## config.mk

```make
export PLATFORM = sky130hd
export DESIGN_NAME = pipeline_ctrl
export DESIGN_NICKNAME = d
export VERILOG_FILES = /design/src/rtl/pipeline_ctrl.sv
export SDC_FILE = /design/constraint.sdc
export NUM_CORES = 1
export LEC_CHECK = 0
export BUFFER_PORTS_ARGS = -buffer_cell sky130_fd_sc_hd__buf_2
export CAP_MARGIN = 20
export CORE_MARGIN = 4
export CORE_UTILIZATION = 47
export DETAILED_ROUTE_END_ITERATION = 12
export PLACE_DENSITY_LB_ADDON = 0.1
export SETUP_SLACK_MARGIN = 0.4
export SYNTH_ARGS = -nofsm -noshare
export SYNTH_HDL_FRONTEND = slang
export SYNTH_SLANG_ARGS = --single-unit
```

## constraint.sdc

```tcl
create_clock -name clk -period 3.5 [get_ports clk]
set_input_delay 0.35 -clock clk [delete_from_list [all_inputs] [get_ports clk]]
set_output_delay 0.35 -clock clk [all_outputs]
set_load 0.02 [all_outputs]
```

## src/rtl/pipeline_ctrl.sv

```systemverilog
// pipeline_ctrl: stall/flush sequencer for the 5-stage pipeline.
// Merges the IF, ID and MEM stall requests with the EX branch decision into a
// per-stage hold vector, bubble strobes for IF/ID and ID/EX, and PC redirects.
// A taken branch that arrives while a fetch is outstanding is parked in
// REDIR_WAIT until the fetch completes. The redirect is then issued and the
// late fetch word is discarded.
// Optional build macro: PIPE_CTRL_PERF_EN adds stall and flush cycle counters.
// Without it, both counter outputs are tied to zero.
module pipeline_ctrl #(
    parameter int ADDR_W = 32,
    parameter int CNT_W  = 32
) (
    input  logic              clk,
    input  logic              rst,
    input  logic              if_stall_req_i,
    input  logic              id_stall_req_i,
    input  logic              mem_stall_req_i,
    input  logic              ex_branch_taken_i,
    input  logic [ADDR_W-1:0] ex_branch_target_i,
    output logic [4:0]        lock_o,
    output logic              IFID_clean_o,
    output logic              IDEX_clean_o,
    output logic              pc_redirect_o,
    output logic [ADDR_W-1:0] pc_target_o,
    output logic [CNT_W-1:0]  stall_cnt_o,
    output logic [CNT_W-1:0]  flush_cnt_o
);

    // Hold patterns, bit order: [0]PC [1]IF/ID [2]ID/EX [3]EX/MEM [4]MEM/WB
    localparam logic [4:0] LOCK_NONE = 5'b00000;
    localparam logic [4:0] LOCK_PC   = 5'b00001;
    localparam logic [4:0] LOCK_ID   = 5'b00011;
    localparam logic [4:0] LOCK_MEM  = 5'b01111;

    typedef enum logic {
        RUN        = 1'b0,
        REDIR_WAIT = 1'b1
    } state_t;

    state_t            r_state;
    logic [ADDR_W-1:0] r_pend_tgt;

    state_t            w_state_nxt;
    logic              w_latch_tgt;
    logic [4:0]        w_lock;
    logic              w_ifid_clean;
    logic              w_idex_clean;
    logic              w_redirect;
    logic [ADDR_W-1:0] w_target;

    // Decode the hold, bubble and redirect controls from the inputs and the current state.
    always_comb begin
        // NOTE: every signal gets a default first, so no branch leaves one unassigned and infers a latch.
        w_lock       = LOCK_NONE;
        w_ifid_clean = 1'b0;
        w_idex_clean = 1'b0;
        w_redirect   = 1'b0;
        w_target     = r_pend_tgt;
        w_state_nxt  = r_state;
        w_latch_tgt  = 1'b0;

        if (!rst) begin
            // During reset, both pipeline registers are bubbled and no redirect is issued.
            w_ifid_clean = 1'b1;
            w_idex_clean = 1'b1;
            w_target     = '0;
            w_state_nxt  = RUN;
        end else if (r_state == REDIR_WAIT) begin
            // EX and EX/MEM hold bubbles here, so branch and mem-stall requests cannot be genuine.
            if (if_stall_req_i) begin
                w_lock       = LOCK_PC;
                w_ifid_clean = 1'b1;
                w_idex_clean = 1'b1;
            end else begin
                // Fetch finished: issue the parked redirect and drop the stale fetch word.
                w_redirect   = 1'b1;
                w_ifid_clean = 1'b1;
                w_state_nxt  = RUN;
            end
        end else begin
            if (mem_stall_req_i) begin
                // Freeze everything up to EX/MEM; a branch held in EX is taken once the stall clears.
                w_lock = LOCK_MEM;
            end else if (ex_branch_taken_i && !if_stall_req_i) begin
                w_ifid_clean = 1'b1;
                w_idex_clean = 1'b1;
                w_redirect   = 1'b1;
                w_target     = ex_branch_target_i;
            end else if (ex_branch_taken_i) begin
                // A fetch is still in flight: park the target until the fetch completes.
                w_lock       = LOCK_PC;
                w_ifid_clean = 1'b1;
                w_idex_clean = 1'b1;
                w_latch_tgt  = 1'b1;
                w_state_nxt  = REDIR_WAIT;
            end else if (id_stall_req_i) begin
                // Load-use hazard: hold PC and IF/ID, and insert a bubble into EX.
                w_lock       = LOCK_ID;
                w_idex_clean = 1'b1;
            end else if (if_stall_req_i) begin
                w_lock       = LOCK_PC;
                w_ifid_clean = 1'b1;
            end
        end
    end

    assign lock_o        = w_lock;
    assign IFID_clean_o  = w_ifid_clean;
    assign IDEX_clean_o  = w_idex_clean;
    assign pc_redirect_o = w_redirect;
    assign pc_target_o   = w_target;

    // Sequencer state and the parked branch target; a reset drops any pending redirect.
    always_ff @(posedge clk) begin
        // NOTE: sequential state uses non-blocking assignments, so every register samples pre-edge values.
        if (!rst) begin
            r_state    <= RUN;
            r_pend_tgt <= '0;
        end else begin
            r_state <= w_state_nxt;
            if (w_latch_tgt) begin
                r_pend_tgt <= ex_branch_target_i;
            end
        end
    end

`ifdef PIPE_CTRL_PERF_EN
    localparam logic [CNT_W-1:0] CNT_ONE = 1;

    logic [CNT_W-1:0] r_stall_cnt;
    logic [CNT_W-1:0] r_flush_cnt;
    logic             w_branch_accept;

    // A branch is counted once, when RUN accepts it; completing REDIR_WAIT does not count it again.
    assign w_branch_accept = (r_state == RUN) && !mem_stall_req_i && ex_branch_taken_i;

    // Counters wrap naturally; stall cycles are the cycles with any hold bit set.
    always_ff @(posedge clk) begin
        if (!rst) begin
            r_stall_cnt <= '0;
            r_flush_cnt <= '0;
        end else begin
            if (|w_lock) begin
                r_stall_cnt <= r_stall_cnt + CNT_ONE;
            end
            if (w_branch_accept) begin
                r_flush_cnt <= r_flush_cnt + CNT_ONE;
            end
        end
    end

    assign stall_cnt_o = r_stall_cnt;
    assign flush_cnt_o = r_flush_cnt;
`else
    assign stall_cnt_o = '0;
    assign flush_cnt_o = '0;
`endif

endmodule

```

Yosys cells after proc, flatten, opt, wreduce, memory -nomap -nowiden
Cells that the tools add are included.

Muxes and demuxes: 35. Reductions and logical operators: 2.

Operators with widths (number): $mux 32 (4); $mux 1 (25); $mux 4 (3); $mux 2 (3); $logic_and 1x1->1 (1); $logic_not 1->1 (1).

Bits in registers: 33. Bits of input ports: 38. Output and inout bits: 104. Logic and storage cells: 39.

Depth between registers and ports, before layout
Depth in word-level cells: 7. Gate-level depth with buffers: 5. Gate-level depth less buffers: 3.

Worst setup path after synthesis
No wires, ideal clock.

Kind: input port to output port. From: input port rst. To: output port pc_target_o[0]. Arrival time: 1461 ps. Required time: 3150 ps. Path slack: 1689 ps. Cell stages on the path: 4. Path buffers: 2. Cell sequence: clkbuf_1 -> clkbuf_1 -> nand2_1 -> o21ai_0.

Cells in the longest elaborated chain, start to end: 1.

Ends and longest elaborated chain: start, declared (RTL line 14) `input logic rst,`; $mux 32 (RTL line 62) `if (!rst) begin`; end, declared (RTL line 24) `output logic [ADDR_W-1:0] pc_target_o,`.

Every way passes these cells.

Worst setup path in the final report
From: input port rst. To: output port pc_target_o[31].

The elaborated chain is that of the path after synthesis.

==> metrics.yaml <==
vias_per_cell: 4.35
path_class: "input port to output pin"
core_um2: 4720
drive_above_1_share_pct: 24.0
setup-tns-final_ns: 0
grt_start_max_net_pins: 64
ioPinCount: 142
synth_seq_cells: 33
clk_pin_slew_worst_paths_ns: 0.06
cp-end-kind: "output pin"
ctsHtreeMaxLevel: 2
cts_setup_buffers: 0
track_usage_pct: 13.4
final_core_util_pct: 52.8
num_antenna_cells: 0
clockPowerShare_pct: 31.5
p_total_w: 0.000877
wl_mm: 4.35
hpwl_mm: 3.19
grt_remaining_overflow: 0
multi_input_area_um2: 1240
synth_top_area_share_pct: 29.0
drc: 0
period_share_pct: 58.8
cts_buffer_depth: 2
share_comb_of_total_power_pct: 23.7
synth_warnings: 0
cp-start-kind: "input port"
fmax_mhz: 486
firstDrtPassIters: 4
worst_pin_slew_ns: 0.975
fill_cells: 467
rsz0062_at_grt: "false"
p_per_area_nw_per_um2: 352
arrival_ns: 1.71
synth_area_um2: 2280
start_util_pct: 48.2
rrSetupSlack_ns: 1.75
critPathMaxFanout: 63
insertion_delay_ns: 0.27
dp_slack_ns: 1.44
numCtsBuffers: 5
timing.hold.ws_ns: 0.328
cts_resized: 0
switching_share_pct: 31.6
cpPeakStageDelay_ns: 0.50
setup_ws_ns: 1.44
finalSetupViolations: 0
crit_slowest_cell: "buf_2"
final_nets: 401
pwr-share-seq_pct: 44.7
status: "completed"
ys_seq_area_share_pct: 29.0
ctsHoldBuffers: 0
finalHoldViolCount: 0
peakVddDrop_mv: 0.194
area_growth_pct: 9.39
die_w_um: 77.6
ys_types: 22
grt_pass1_vias: 1479
internal_power_w: 0.000600
gp_congestion: 0.701
timing.final.crit_period_ns: 2.06
relSlewSlack_pct: 35.0
worst_path_most_repeated_cell: "buf_2"
synth_top_area_cell: "dfxtp_1"
die_h_um: 77.6
grt_pass1_wl_mm: 6.51
crit_chain: "buf_2 -> buf_12 -> nand2_1 -> o21ai_0 -> buf_2"
hp-class: "input port to flip-flop"
cap_violations: 0
clock_sinks: 33
clock_skew_ns: 0.00194
cts-root-buf: "clkbuf_8"
slew_violations: 0
syn-mean-instance-area_um2: 7.59
worst_ep_required_time_ns: 3.15
synth_top_cells_by_area: "dfxtp_1 (29%), buf_4 (23%), mux2i_1 (14%), nand2_1 (11%), nand3_1 (7.5%)"
p_switching_w: 0.000277
die_area_um2: 6030
port_buffers: 76
final-seq-area_um2: 661
detail-route-antenna-nets: 0
wire_per_inst_um: 10.1
synth_cells: 300
rows: 25
grt_antenna_before_repair: 0
drt_iter0_markers: 94
tritoncts: "done"
dr_total_vias: 1872
leakagePower_nw: 1.22
placed cells by master, fill, tap and decap left out:
cell / Yosys / layout
o21ai_0: 23 / 23
and3_2: 0 / 1
dfxtp_1: 33 / 33
clkbuf_8: 0 / 6
nand3_1: 34 / 34
conb_1: 1 / 65
nor4b_4: 1 / 1
a21boi_0: 1 / 1
a21oi_1: 1 / 1
nand2b_1: 2 / 2
nand2_1: 67 / 67
inv_1: 2 / 2
buf_2: 1 / 76
clkbuf_1: 11 / 1
nor3b_1: 1 / 1
mux2i_1: 32 / 32
a21o_1: 1 / 1
buf_12: 0 / 1
buf_4: 69 / 2
o31a_1: 1 / 1
nor2_1: 2 / 2
o21ai_1: 10 / 10
worst max-delay path, delay by kind of cell:
kind | cells | cell delay, ns
AOI/OAI and AO/OA | 1 | 0.19
and+or+nand+nor | 1 | 0.11
buffers and inverters | 3 | 1.02
registers in the layout (all words and copies together) (netlist names):
signal and flops:
r_state 1, r_pend_tgt 32
layout make-up:
class	instances	area share (%)
multi-input combinational	242	49.7
tap	67	3.36
clock buffer	7	3.46
timing repair buffer	79	16.7
sequential	33	26.5
inverter	2	0.301
synthesized netlist by cell type, drive strengths merged:
master	number
a21boi	1
a21o	1
a21oi	1
and3	1
buf	73
clkbuf	14
conb	1
dfxtp	33
inv	2
mux2i	32
nand2	67
nand2b	2
nand3	34
nor2	2
nor3b	1
nor4b	1
o21ai	33
o31a	1
kinds of logic after synthesis:
family          count (synthesis)  synth area share [%]
simple gates                  108                  21.0
buf+inv                        89                  27.2
compound gates                 37                  8.51
flops                          33                  29.0
mux                            32                  14.1
other cells                     1                 0.165
per-stage QoR:
step,area [um^2],instances
CTS,2490,430
detailed placement,2410,423
finish,2490,430
global route,2490,430
floorplan,2520,364
global placement,2410,423
routing by layer:
metal  global-route usage (%)  vias to the layer above  share of wire (%)
met2                     19.3                       83                 43
li1                         -                      984                  -
met5                        0                        -                  0
met4                     4.80                        0                1.4
met1                     17.7                      798                 45
met3                     5.92                        7                 11
power groups by stage:
stage	registers (W)	logic, W	clock network, W
6_report	0.000392	0.000208	0.000277
5_1_grt	0.000393	0.000228	0.000306
4_1_cts	0.000392	0.000208	0.000291
3_5_place_dp	0.000401	0.000208	0
3_3_place_gp	0.000401	0.000206	0
2_1_floorplan	0.000400	0.000213	0
path summary, 6_finish.rpt:
check                         startpoint              end  cells past startpoint
hold reg to reg           r_pend_tgt[30]   r_pend_tgt[30]                      2
hold / removal    ex_branch_target_i[13]   r_pend_tgt[13]                      3
setup / recovery                     rst  pc_target_o[31]                      5
setup reg to reg                 r_state    r_pend_tgt[7]                      3
(Power assumes the default switching activity.)
